## config.mk

```make
export PLATFORM = sky130hd
export DESIGN_NAME = i2s_dac_controller
export DESIGN_NICKNAME = d
export VERILOG_FILES = /design/src/rtl/audio_pkg.sv /design/src/rtl/i2s_clk_gen.sv /design/src/rtl/i2s_dac_controller.sv
export SDC_FILE = /design/constraint.sdc
export NUM_CORES = 1
export LEC_CHECK = 0
export ABC_AREA = 1
export CORE_AREA = 10 10 139 141
export CTS_CLUSTER_SIZE = 24
export DETAILED_ROUTE_END_ITERATION = 7
export DIE_AREA = 0 0 149 151
export PLACE_DENSITY = 0.54
export SYNTH_ARGS = -nofsm -noshare
export SYNTH_HDL_FRONTEND = slang
export SYNTH_SLANG_ARGS = --single-unit
```

## constraint.sdc

```tcl
create_clock -name CLOCK_50 -period 2.38 [get_ports CLOCK_50]
set_clock_uncertainty 0.1 [all_clocks]
set_input_delay 0.476 -clock CLOCK_50 [delete_from_list [all_inputs] [get_ports CLOCK_50]]
set_output_delay 0.476 -clock CLOCK_50 [all_outputs]
set_load 0.1 [all_outputs]
```

## src/rtl/audio_pkg.sv

```systemverilog
// Shared types for the I2S DAC path: sample type, frame geometry, controller states.
// Pure declarations, no logic and no timing.
package audio_pkg;
    localparam int SAMPLE_BITS = 16;
    localparam int FRAME_BITS  = 64;
    localparam int BIT_CNT_W   = $clog2(FRAME_BITS);

    typedef logic signed [SAMPLE_BITS-1:0] sample_t;

    typedef enum logic [1:0] {
        ST_IDLE = 2'd0,
        ST_RUN  = 2'd1,
        ST_STOP = 2'd2
    } state_e;
endpackage

```

## src/rtl/i2s_clk_gen.sv

```systemverilog
// BCLK divider: toggles BCLK every BCLK_HALF cycles while run is high, held low otherwise.
// fall_evt is combinational and marks the cycle whose closing edge drives BCLK 1->0.
module i2s_clk_gen #(
    parameter int BCLK_HALF = 8
) (
    input  logic CLOCK_50,
    input  logic RESET,
    input  logic run,
    output logic BCLK,
    output logic fall_evt
);
    localparam int DIV_W = (BCLK_HALF > 1) ? $clog2(BCLK_HALF) : 1;
    localparam logic [DIV_W-1:0] DIV_LAST = DIV_W'(BCLK_HALF - 1);

    logic [DIV_W-1:0] div_q, div_d;
    logic             bclk_q, bclk_d;
    logic             div_end;

    assign div_end  = run && (div_q == DIV_LAST);
    assign fall_evt = div_end && bclk_q;
    assign BCLK     = bclk_q;

    always_comb begin
        div_d  = '0;
        bclk_d = 1'b0;
        if (run) begin
            div_d  = div_end ? '0 : div_q + DIV_W'(1);
            bclk_d = div_end ? !bclk_q : bclk_q;
        end
    end

    always_ff @(posedge CLOCK_50) begin
        if (RESET) begin
            div_q  <= '0;
            bclk_q <= 1'b0;
        end else begin
            div_q  <= div_d;
            bclk_q <= bclk_d;
        end
    end
endmodule

```

## src/rtl/i2s_dac_controller.sv

```systemverilog
// I2S transmitter for a stereo DAC with a one-pair holding buffer (valid/ready upstream).
// Left MSB appears one BCLK after the frame load; ready drops while the buffer is full.
module i2s_dac_controller
    import audio_pkg::*;
#(
    parameter int BCLK_HALF = 8,
    parameter int CNT_W     = 8
) (
    input  logic             CLOCK_50,
    input  logic             RESET,
    input  logic             enable,
    input  logic             sample_valid,
    output logic             sample_ready,
    input  logic [15:0]      leftSample,
    input  logic [15:0]      rightSample,
    output logic             BCLK,
    output logic             DACLRCK,
    output logic             DACDAT,
    output logic             frame_start,
    output logic             underrun,
    output logic [CNT_W-1:0] underrun_count
);
    localparam int HALF_W = BIT_CNT_W - 1;
    localparam logic [BIT_CNT_W-1:0] BIT_LAST = BIT_CNT_W'(FRAME_BITS - 1);

    state_e                   state_q, state_d;
    logic [BIT_CNT_W-1:0]     bit_cnt_q, bit_cnt_d, bit_next;
    logic                     first_q, first_d;
    logic                     buf_full_q, buf_full_d;
    sample_t                  buf_l_q, buf_l_d, buf_r_q, buf_r_d;
    logic [2*SAMPLE_BITS-1:0] sh_q, sh_d;
    logic                     lrck_q, lrck_d, dat_q, dat_d;
    logic                     fs_q, fs_d, ur_q, ur_d;
    logic [CNT_W-1:0]         ucnt_q, ucnt_d;

    logic run, fall_evt, wrap, stop_end, load_evt, xfer, data_slot;

    i2s_clk_gen #(.BCLK_HALF(BCLK_HALF)) u_clk_gen (
        .CLOCK_50 (CLOCK_50),
        .RESET    (RESET),
        .run      (run),
        .BCLK     (BCLK),
        .fall_evt (fall_evt)
    );

    // The first fall after leaving IDLE is treated as a frame wrap so a load happens immediately.
    assign run      = (state_q != ST_IDLE);
    assign wrap     = fall_evt && (first_q || (bit_cnt_q == BIT_LAST));
    assign stop_end = wrap && (state_q == ST_STOP) && !enable;
    assign load_evt = wrap && !stop_end;
    assign bit_next = wrap ? '0 : bit_cnt_q + BIT_CNT_W'(1);
    assign data_slot = (bit_next[HALF_W-1:0] != '0) &&
                       (bit_next[HALF_W-1:0] <= HALF_W'(SAMPLE_BITS));

    assign sample_ready = run && (!buf_full_q || load_evt);
    assign xfer         = sample_valid && sample_ready;

    always_comb begin
        state_d = state_q;
        case (state_q)
            ST_IDLE: if (enable) state_d = ST_RUN;
            ST_RUN:  if (!enable) state_d = ST_STOP;
            ST_STOP: begin
                if (stop_end)    state_d = ST_IDLE;
                else if (enable) state_d = ST_RUN;
            end
            default: state_d = ST_IDLE;
        endcase
    end

    always_comb begin
        first_d = first_q;
        if ((state_q == ST_IDLE) && enable) first_d = 1'b1;
        else if (fall_evt)                  first_d = 1'b0;
        bit_cnt_d = fall_evt ? bit_next : bit_cnt_q;
    end

    // Load takes the buffer as it stood before this edge; a same-cycle transfer refills it.
    always_comb begin
        buf_full_d = buf_full_q;
        buf_l_d    = buf_l_q;
        buf_r_d    = buf_r_q;
        if (load_evt) buf_full_d = 1'b0;
        if (xfer) begin
            buf_full_d = 1'b1;
            buf_l_d    = sample_t'(leftSample);
            buf_r_d    = sample_t'(rightSample);
        end
    end

    always_comb begin
        sh_d   = sh_q;
        lrck_d = lrck_q;
        dat_d  = dat_q;
        if (fall_evt) begin
            lrck_d = bit_next[BIT_CNT_W-1];
            dat_d  = 1'b0;
            if (load_evt) begin
                sh_d = buf_full_q ? {buf_l_q, buf_r_q} : '0;
            end else if (data_slot) begin
                dat_d = sh_q[2*SAMPLE_BITS-1];
                sh_d  = {sh_q[2*SAMPLE_BITS-2:0], 1'b0};
            end
        end
    end

    always_comb begin
        fs_d   = load_evt;
        ur_d   = load_evt && !buf_full_q;
        ucnt_d = ucnt_q;
        if (ur_d && (ucnt_q != '1)) ucnt_d = ucnt_q + CNT_W'(1);
    end

    always_ff @(posedge CLOCK_50) begin
        if (RESET) begin
            state_q    <= ST_IDLE;
            bit_cnt_q  <= '0;
            first_q    <= 1'b0;
            buf_full_q <= 1'b0;
            buf_l_q    <= '0;
            buf_r_q    <= '0;
            sh_q       <= '0;
            lrck_q     <= 1'b0;
            dat_q      <= 1'b0;
            fs_q       <= 1'b0;
            ur_q       <= 1'b0;
            ucnt_q     <= '0;
        end else begin
            state_q    <= state_d;
            bit_cnt_q  <= bit_cnt_d;
            first_q    <= first_d;
            buf_full_q <= buf_full_d;
            buf_l_q    <= buf_l_d;
            buf_r_q    <= buf_r_d;
            sh_q       <= sh_d;
            lrck_q     <= lrck_d;
            dat_q      <= dat_d;
            fs_q       <= fs_d;
            ur_q       <= ur_d;
            ucnt_q     <= ucnt_d;
        end
    end

    assign DACLRCK        = lrck_q;
    assign DACDAT         = dat_q;
    assign frame_start    = fs_q;
    assign underrun       = ur_q;
    assign underrun_count = ucnt_q;
endmodule

```

-- Yosys cells after proc, flatten, opt, wreduce, memory -nomap -nowiden
Index checks and enable logic that the tools add are counted.
- multiplexer cells: 14
- $add $sub $neg: 3
- equal/unequal tests: 6
- bitwise gates (word level): 1
- order comparisons: 1
- reduce and logical (&&, ||, !) cells: 27
- operators with widths (kind ; number):
    $mux 32 ; 3
    $logic_and 1x1->1 ; 12
    $add 8x1->8 const B ; 1
    $ne 8x8->1 const B ; 1
    $reduce_bool 2->1 ; 4
    $add 6x1->6 const B ; 1
    $eq 6x6->1 const B ; 1
    $mux 1 ; 6
    $mux 2 ; 3
    $mux 6 ; 1
    $pmux 2 s3 ; 1
    $le 5x5->1 const B ; 1
    $reduce_bool 5->1 ; 1
    $logic_not 1->1 ; 4
    $add 3x1->3 const B ; 1
    $eq 3x3->1 const B ; 1
    $reduce_or 3->1 ; 1
    $eq 2x1->1 const B ; 1
    $eq 2x2->1 const B ; 1
    $logic_not 2->1 ; 1
    $logic_or 1x1->1 ; 2
    $ne 2x2->1 const B ; 1
    $reduce_and 2->1 ; 1
    $reduce_or 2->1 ; 1
    $not 1->1 ; 1
- bits of input ports: 36
- flip-flop bits (word level): 90
- logic and storage cells: 66

-- Logic depth before layout (Yosys ltp)
Gate-level depths: netlist of the first run.
- word-level depth: 12
- mapped depth: 12

-- Hierarchy
A second synthesis of the first run with hierarchy kept.
- cells, all modules: 672
- area, all modules: 4426.7 µm²
- by module, submodules not included (module ; seq. area each (µm²) ; times used ; cells each ; area each (µm²)):
    i2s_dac_controller ; 1701.6 ; 1 ; 651 ; 4260.3
    i2s_clk_gen ; 80.1 ; 1 ; 21 ; 166.4

-- Worst setup path before layout of the first run
Ideal clock, no wire load.
- kind: reg2out
- from: reg bit_cnt_q[5]
- to: out sample_ready
- stages on the path, launching flop included: 6
- path slack: -241 ps
- required time: 1804 ps
- data arrival time: 2045 ps
- path through: dfxtp_1 > nand2_1 > o21bai_4 > nand3_4 > a21oi_4 > buf_4
- longest elaborated chain between the ends: 9
- ends and longest elaborated chain (element ; line ; text):
    from (decl) ; i2s_dac_controller.sv:27 ; logic [BIT_CNT_W-1:0] bit_cnt_q, bit_cnt_d, bit_next;
    from (signal assigned) ; i2s_dac_controller.sv:130 ; bit_cnt_q <= bit_cnt_d;
    $eq 6x6->1 * ; i2s_dac_controller.sv:48 ; assign wrap = fall_evt && (first_q || (bit_cnt_q == BIT_LAST));
    $logic_or 1x1->1 * ; i2s_dac_controller.sv:48 ;
    $logic_and 1x1->1 * ; i2s_dac_controller.sv:48 ;
    $logic_and 1x1->1 (2 in series) ; i2s_dac_controller.sv:49 ; assign stop_end = wrap && (state_q == ST_STOP) && !enable;
    $logic_not 1->1 ; i2s_dac_controller.sv:50 ; assign load_evt = wrap && !stop_end;
    $logic_and 1x1->1 * ; i2s_dac_controller.sv:50 ;
    $logic_or 1x1->1 * ; i2s_dac_controller.sv:55 ; assign sample_ready = run && (!buf_full_q || load_evt);
    $logic_and 1x1->1 * ; i2s_dac_controller.sv:55 ;
    to (decl) ; i2s_dac_controller.sv:13 ; output logic sample_ready,
Every way passes the cells marked *; elsewhere a longest branch is shown, timed or not.

-- Worst setup path after layout of the first run
- from: reg u_clk_gen.div_q[0]
- to: out sample_ready
- longest elaborated chain between the ends: 10
- ends and longest elaborated chain (element ; line ; text):
    from (decl) ; i2s_clk_gen.sv:15 ; logic [DIV_W-1:0] div_q, div_d;
    from (signal assigned) ; i2s_clk_gen.sv:37 ; div_q <= div_d;
    $eq 3x3->1 * ; i2s_clk_gen.sv:19 ; assign div_end = run && (div_q == DIV_LAST);
    $logic_and 1x1->1 * ; i2s_clk_gen.sv:19 ;
    $logic_and 1x1->1 * ; i2s_clk_gen.sv:20 ; assign fall_evt = div_end && bclk_q;
    $logic_and 1x1->1 * ; i2s_dac_controller.sv:48 ;
    $logic_and 1x1->1 (2 in series) ; i2s_dac_controller.sv:49 ;
    $logic_not 1->1 ; i2s_dac_controller.sv:50 ;
    $logic_and 1x1->1 * ; i2s_dac_controller.sv:50 ;
    $logic_or 1x1->1 * ; i2s_dac_controller.sv:55 ;
    $logic_and 1x1->1 * ; i2s_dac_controller.sv:55 ;
Marked as above.

==> impl_results.md, run 1 <==
- Status: completed
- Register area share after synthesis: 0.424
- Final WL: slightly below 10000 um
- First-pass GRT wire length: about 16000 um
- CTS clock-pin slew for the worst setup and hold paths: 70 ps
- Period utilization: 0.958
- Area contributors post-synth: dfxtp_1 (42%), nand2_1 (15%), a21oi_1 (9.2%)
- DR iter-0 viols: around 200
- Rows: between 40 and 50
- Die height: 151 um
- Hold Vio Cnt, Final: 0
- Cells after synthesis: approximately 580
- Detailed Routing Iterations Pass 1: 4
- Avg Synthesized Cell Area: between 7 and 8 um^2
- Synth warn: 0
- Initial Utilization: 0.255
- DRC violations left: 0
- Detailed-route via count: ~3700
- Largest net degree at the start of global routing: 64
- Worst slew pin tran: roughly 540 ps
- Chip Width: roughly 150 um
- Final Instance Area: approximately 5300 um^2
- Slew margin rel.: 0.642
- Syn Std Cell Area: 4200 um^2
- Post-DR vias/cell: between 4 and 5
- PwrDens: approximately 600 nW/um^2
- Peak supply drop: 0.357 mV
- Cell Count, Final, Fillers Out: 842
- Routability cong.: 0.807
- P&R area growth vs syn: 25.4%
- # hold bufs at CTS: 0
- Root Driver: clkbuf_16
- CP Capture Type: output port
- Nets: about 660
- H-tree depth: 3
- Yosys cell types: 34
- Slowest CP cell: dfxtp_2
- Yosys top cell area share: 0.424
- Final Setup Violations: 0
- Worst path cell trace: ha_4, ha_4, nand2_2, nor2_4, nand3_4, a21oi_4, buf_12
- TritonCTS clock tree: done
- Final total power: roughly 3.2 mW
- Port-buffer cells: 49
- CP max FO: 3
- Critical path class: reg2out
- TritonCTS Buffers: 9
- Max-cap violations: 0
- Area leader, netlist: dfxtp_1
- LEAKAGE: between 2 and 2.5 nW
- Vias in the first global route: 3401
- RSZ-0062 raised after global routing: no
- Post-place instance area: between 4000 and 5000 um^2
- Ports: 50
- Initial antenna violation count: 0
- Critical Path Max Stage Delay: around 360 ps
- DR WL/cell: 11.7 um
- Clock Latency Late Sink: 340 ps
- Final min period: 2280 ps
- Setup TNS: 0 ps
- Diodes inserted: 0
- Tightest Hold Check Type: reg2reg
- Worst Path Arrival: 1700 ps
- Final ANT Viol Nets: 0
- Clk sinks: 89
- Dpl cells: about 820
- Total core area: 16500 um^2
- Syn nets: 621
- Most used cell along the critical path: ha_4
- Post-DP HPWL: 6390 um
- Fin. max-slew vios: 0
- All-Layer GR Usage: 0.0891
- CP required: 1800 ps
- #FFs+latches synth: slightly below 90
- Total grt overflow: 0
- Max Fclk: 439 MHz
- Startpoint Class: register
- Max clock buf depth: 2
- Final hold slack: 339 ps
- Share of cells above drive strength 1: 0.117
- Overall die area: 22500 um^2
layer usage:
metal	up-vias	routed length, um	global-route usage
li1	1984	-	-
met1	1633	5000	0.113
met2	49	4370	0.141
met3	11	369	0.0245
met4	0	149	0.0324
met5	-	0	0
state kept, by name, indices dropped and copies added (netlist names):
register	cells
buf_full_q	1
underrun_count	8
frame_start	1
state_q	2
buf_l_q	16
buf_r_q	16
underrun	1
sh_q	32
u_clk_gen.BCLK	1
u_clk_gen.div_q	3
first_q	1
DACDAT	1
bit_cnt_q	6
cell families after synthesis:
logic type / count (synthesis) / synth area share
AOI/OAI and AO/OA: 117 / 0.149
xor gates and xnor gates: 5 / 0.0104
adders and majority gates: 4 / 0.0119
buffers and inverters: 65 / 0.0783
DFF: 89 / 0.424
and+or+nand+nor: 301 / 0.327
final cells by class:
cell class	count	area [um^2]
clock buffer	11	253
inverter	21	78.8
tap	220	275
sequential	89	1790
multi-input combinational	427	2130
clock inverter	5	62.6
timing repair buffer	69	676
fill	1806	11200
path summary, 6_finish.rpt:
path	from	to	slack, ps	cells after the start
hold reg to reg	u_clk_gen.div_q[0]	u_clk_gen.div_q[0]	340	1
hold / removal	u_clk_gen.div_q[0]	u_clk_gen.div_q[0]	340	1
setup reg to reg	u_clk_gen.div_q[0]	buf_r_q[5]	450	10
setup / recovery	u_clk_gen.div_q[0]	sample_ready	100	7
cell usage after synthesis (all sizes together):
master,instances
a211oi,2
a21oi,78
a22oi,1
and3,1
buf,28
clkbuf,16
clkinv,1
dfxtp,89
ha,4
inv,20
nand2,167
nand3,45
nand3b,32
nand4,3
nor2,48
nor3,4
o2111ai,1
o21ai,33
o21bai,2
or2,1
xnor2,2
xor2,3
what timing repair did:
| action | CTS | global route |
|---|---|---|
| buffers inserted | 3 | 1 |
| endpoints found under the setup margin | 1 | 1 |
| gates resized for setup | 6 | 5 |
| pin swaps | 3 | 3 |
cells in the final DEF, fill, tap and decap left out, types with 2 or more instances in the layout:
cell type and n:
a21oi_1 77, clkdlybuf4s50_1 34, inv_1 20, clkbuf_16 9, nand3_1 43, clkbuf_8 2, dfxtp_1 82, nor3_1 4
nand3b_1 31, xor2_1 3, o21ai_0 23, nor2_4 3, clkinvlp_4 2, nand4_1 3, nand2_1 165, buf_4 28
o21ai_1 10, buf_12 6, xnor2_1 2, a211oi_1 2, ha_4 3, nand2_2 2, dfxtp_2 6, nor2_1 44
critical path: cells and delay by family, from the launching register on:
family | cells | cell delay, ps
flops | 1 | 360
simple gates | 3 | 310
fa+ha+maj | 2 | 270
compound gates | 1 | 220
buf+inv | 1 | 210
report_power, final:
group	total [mW]	switching [mW]	leakage (nW)	internal [mW]
combinational	0.229	0.124	1.17	0.105
sequential	1.53	0.0167	0.724	1.52
clock	1.49	0.610	0.148	0.877
metrics by stage:
| step | utilization | setup WS (ps) |
|---|---|---|
| 4_1_cts | 0.318 | 7.89 |
| 2_1_floorplan | - | 121 |
| 6_report | 0.320 | 100 |
| 5_1_grt | 0.320 | 4.26 |
| 3_5_place_dp | 0.296 | 79.3 |
| 3_3_place_gp | 0.296 | 77.6 |
(Power assumes the default switching activity.)
==> run 2, diff against run 1 <==
- CORE_AREA: 10 10 139 141 -> 10 10 142 144
- DIE_AREA: 0 0 149 151 -> 0 0 152 154
- SYNTH_HIERARCHICAL: default -> 1
==> run 2 against run 1 <==
Against the previous run: sequential power is essentially flat; sequential share of layout area shrank 2.1 points; non-clock buffer count grew 1; final cell count grew 12%; worst setup slack gained 9.2 ps; combinational power grew 14%; area after synthesis grew 5.4%; via count grew 5.8%; synthesized cell count grew 16%; register-to-register slack lost 170 ps; highest routed layer unchanged; core utilization grew 0.82 points; power grew 7.1%.
==> impl_results.md, run 2 <==
- Final min period: 2270 ps (was 2280 ps)
- Synth Area in Adders: 0.0113 (was 0.0119)
- Most frequent cell after synthesis: inv_1 (was nand2_1)
- Largest net degree at the start of global routing: 73 (was 64)
- Port-buffer cells: 49 (unchanged)
- RSZ-0062 raised after global routing: no (unchanged)
- Dpl cells: 926 (was 822)
- CTS clock-pin slew for the worst setup and hold paths: 60 ps (was 70 ps)
- Worst Path Arrival: 1690 ps (was 1700 ps)
- Avg Synthesized Cell Area: 6.59 um^2 (was 7.23 um^2)
- Register area share after synthesis: 0.402 (was 0.424)
- Clock network power share: 0.483 (was 0.458)
- Area contributors post-synth: dfxtp_1 (40%), inv_1 (12%), nand2_1 (11%) (was dfxtp_1 (42%), nand2_1 (15%), a21oi_1 (9.2%))
- Post-synth ARST share: 0 (unchanged)
- Synth warn: 6 (was 0)
- DR WL/cell: 11.0 um (was 11.7 um)
- CP required: 1800 ps (about the same)
- Tightest Hold Check Type: reg2reg (unchanged)
- Switching power: 746 uW (was 750 uW)
- Top FF cell, synth: dfxtp_1 (unchanged)
- Clock Latency Late Sink: 350 ps (was 340 ps)
- Total grt overflow: 0 (unchanged)
- Routability cong.: 0.765 (was 0.807)
- Sequential Power Share: 0.442 (was 0.472)
- Largest family of logic cells by synthesized area: simple AND/OR/NAND/NOR gates (unchanged)
- Area leader, netlist: dfxtp_1 (unchanged)
- Final WL: 10400 um (was 9890 um)
- Hold Vio Cnt, Final: 0 (unchanged)
- DRC violations left: 0 (unchanged)
- Post-DP HPWL: 6920 um (was 6390 um)
- Largest register FFs: 32 (unchanged)
- Share of cells above drive strength 1: 0.115 (was 0.117)
- Combinational Power Share: 0.075 (was 0.071)
- Detailed Routing Iterations Pass 1: 4 (unchanged)
- Diodes inserted: 0 (unchanged)
- Initial Utilization: 0.258 (was 0.255)
- Fin worst setup slack: 110 ps (was 100 ps)
- Switching share of total power: 0.215 (was 0.231)
- Syn Std Cell Area: 4430 um^2 (was 4200 um^2)
- Slew margin rel.: 0.759 (was 0.642)
- Simple-gate area share of the yosys netlist: 0.265 (was 0.327)
- Largest Register: sh_q (unchanged)
- Most frequent cells in the layout: inv_1 (143), nand2_1 (127), dfxtp_1 (81), nor2_1 (79), a21oi_1 (46) (was nand2_1 (165), dfxtp_1 (82), a21oi_1 (77), nor2_1 (44), nand3_1 (43))
- Final ANT Viol Nets: 0 (unchanged)
- PwrDens: 617 nW/um^2 (was 616 nW/um^2)
- Ports: 50 (unchanged)
- Initial antenna violation count: 0 (unchanged)
- Final Setup Violations: 0 (unchanged)
- Cells after synthesis: 672 (was 581)
- Max Fclk: 440 MHz (was 439 MHz)
- Slowest CP cell: dfxtp_4 (was dfxtp_2)
- Number of synthesized flops with an enable pin: 0 (unchanged)
- Yosys top cell area share: 0.402 (was 0.424)
- TritonCTS clock tree: done (unchanged)
- Detailed-route via count: 3891 (was 3677)
- Total core area: 17200 um^2 (was 16500 um^2)
- Commonest non-fill, non-tap cell in the layout: inv_1 (was nand2_1)
- Period utilization: 0.954 (was 0.958)
- Overall die area: 23400 um^2 (was 22500 um^2)
- TritonCTS Buffers: 9 (unchanged)
- Nets: 756 (was 657)
- XOR/XNOR Fraction of Synth Area: 0.00989 (was 0.0104)
- Yosys cell types: 32 (was 34)
- Startpoint Class: register (unchanged)
- First-pass GRT wire length: 17700 um (was 16500 um)
- Mux contribution to synthesized area: 0 (unchanged)
- Vias in the first global route: 3692 (was 3401)
- H-tree depth: 3 (unchanged)
- Pre-CTS setup slack: 73.1 ps (was 79.3 ps)
- Syn nets: 712 (was 621)
- Post-synth top cells: inv_1 (144), nand2_1 (128), dfxtp_1 (89), nor2_1 (80), o21ai_0 (66) (was nand2_1 (166), dfxtp_1 (89), a21oi_1 (77), nor2_1 (44), nand3_1 (43))
- Root Driver: clkbuf_16 (unchanged)
- Critical Path Max Stage Delay: 370 ps (was 360 ps)
- Die height: 154 um (was 151 um)
- Peak supply drop: 0.342 mV (was 0.357 mV)
- Worst slew pin tran: 362 ps (was 537 ps)
- Clk sinks: 89 (unchanged)
- Chip Width: 152 um (was 149 um)
- Max-cap violations: 0 (unchanged)
- CP Capture Type: output port (unchanged)
- LEAKAGE: 2.50 nW (was 2.05 nW)
- CP max FO: 4 (was 3)
- Post-DR vias/cell: 4.11 (was 4.37)
- Cell Count, Final, Fillers Out: 946 (was 842)
- All-Layer GR Usage: 0.0898 (was 0.0891)
- DR iter-0 viols: 166 (was 201)
- Status: completed (unchanged)
- Max clock buf depth: 2 (unchanged)
- Critical path class: reg2out (unchanged)
- P&R area growth vs syn: 27.4% (was 25.4%)
- Worst path cell trace: ha_4, nand3_2, o21bai_4, nand3_4, a21oi_4, buf_12 (was ha_4, ha_4, nand2_2, nor2_4, nand3_4, a21oi_4, buf_12)
- Rows: 48 (was 47)
- #FFs+latches synth: 89 (unchanged)
- Synth Area in Compound Gates: 0.147 (was 0.149)
- Fin. max-slew vios: 0 (unchanged)
- Largest regs: sh_q x32, buf_l_q x16, buf_r_q x16 (unchanged)
- P_int: 2.73 mW (was 2.50 mW)
run 2: changes by cell type after synthesis, moves of 7 or more:
| cell | change |
|---|---|
| inv_1 | +124 |
| a21oi_1 | -31 |
| nand3_1 | -34 |
| nand2_1 | -38 |
| nand3b_1 | -31 |
| o21ai_1 | -7 |
| nand4_1 | +32 |
| nor2_1 | +36 |
| o21ai_0 | +43 |
run 2: routing by layer:
metal  GRT usage  up-vias  share of wire
li1            -     2158              -
met1       0.117     1664           0.52
met2       0.134       60           0.42
met3      0.0338        9          0.049
met4      0.0275        0          0.012
met5           0        -              0
run 2: through the flow:
| step | utilization | setup TNS [ps] | power (mW) | hold slack [ps] | area (um^2) |
|---|---|---|---|---|---|
| finish | 0.328 | 0 | 3.48 | 327 | 5640 |
| global placement | 0.305 | 0 | 1.83 | 315 | 5240 |
| global route | 0.328 | 0 | 3.62 | 340 | 5640 |
| CTS | 0.327 | 0 | 3.54 | 326 | 5610 |
| floorplan | - | -387 | 1.73 | 305 | 4510 |
| detailed placement | 0.305 | 0 | 1.84 | 317 | 5240 |
run 2: area by class of cell:
| type | instances | area (um^2) |
|---|---|---|
| repair buffers | 70 | 679 |
| flip-flops and latches | 89 | 1800 |
| clock inverters | 5 | 100 |
| multi-input cells | 399 | 1970 |
| fillers | 1919 | 11500 |
| inverters | 147 | 552 |
| well taps | 225 | 282 |
| clock buffers | 11 | 254 |
run 2: cell families (layout without fill, tap and decap cells):
group	Yosys count	count (layout)
buffers and inverters	184	233
flip-flops	89	89
adder cells (fa/ha/maj)	4	4
AO/OA/AOI/OAI	122	122
XOR/XNOR	5	5
AND/OR/NAND/NOR	268	268
run 2: timing repair:
action / CTS / global route
setup buffers: 3 / 1
resized for setup: 0 / 4
hold buffers: 0 / 0
endpoints found under the setup margin: 1 / 2
pin swaps: 3 / 3
run 2: worst paths after layout:
path / startpoint / end / slack, ps / cells past startpoint
setup reg to reg: u_clk_gen/div_q[0] / DACDAT / 280 / 11
setup / recovery: bit_cnt_q[1] / sample_ready / 110 / 6
hold reg to reg: u_clk_gen/div_q[0] / u_clk_gen/div_q[0] / 330 / 1
hold / removal: u_clk_gen/div_q[0] / u_clk_gen/div_q[0] / 330 / 1
run 2: critical path: cells and delay by family, from the launching register on:
| family | cells | cell delay [ps] |
|---|---|---|
| buffers and inverters | 1 | 190 |
| AO/OA/AOI/OAI | 2 | 420 |
| flip-flops | 1 | 370 |
| AND/OR/NAND/NOR | 2 | 210 |
| adder cells (fa/ha/maj) | 1 | 160 |
run 2: power groups by stage:
stage               combinational, mW  clock [mW]  sequential (mW)
floorplan                       0.155           0             1.57
global placement                0.260           0             1.57
detailed placement              0.261           0             1.57
CTS                             0.266        1.73             1.54
global route                    0.298        1.78             1.54
finish                          0.261        1.68             1.54
==> run 3, diff against run 2 <==
- GPL_TIMING_DRIVEN: default -> 1
==> results of run 3 <==
Same layout as run 2: the final DEF is identical, and so are final timing and power.
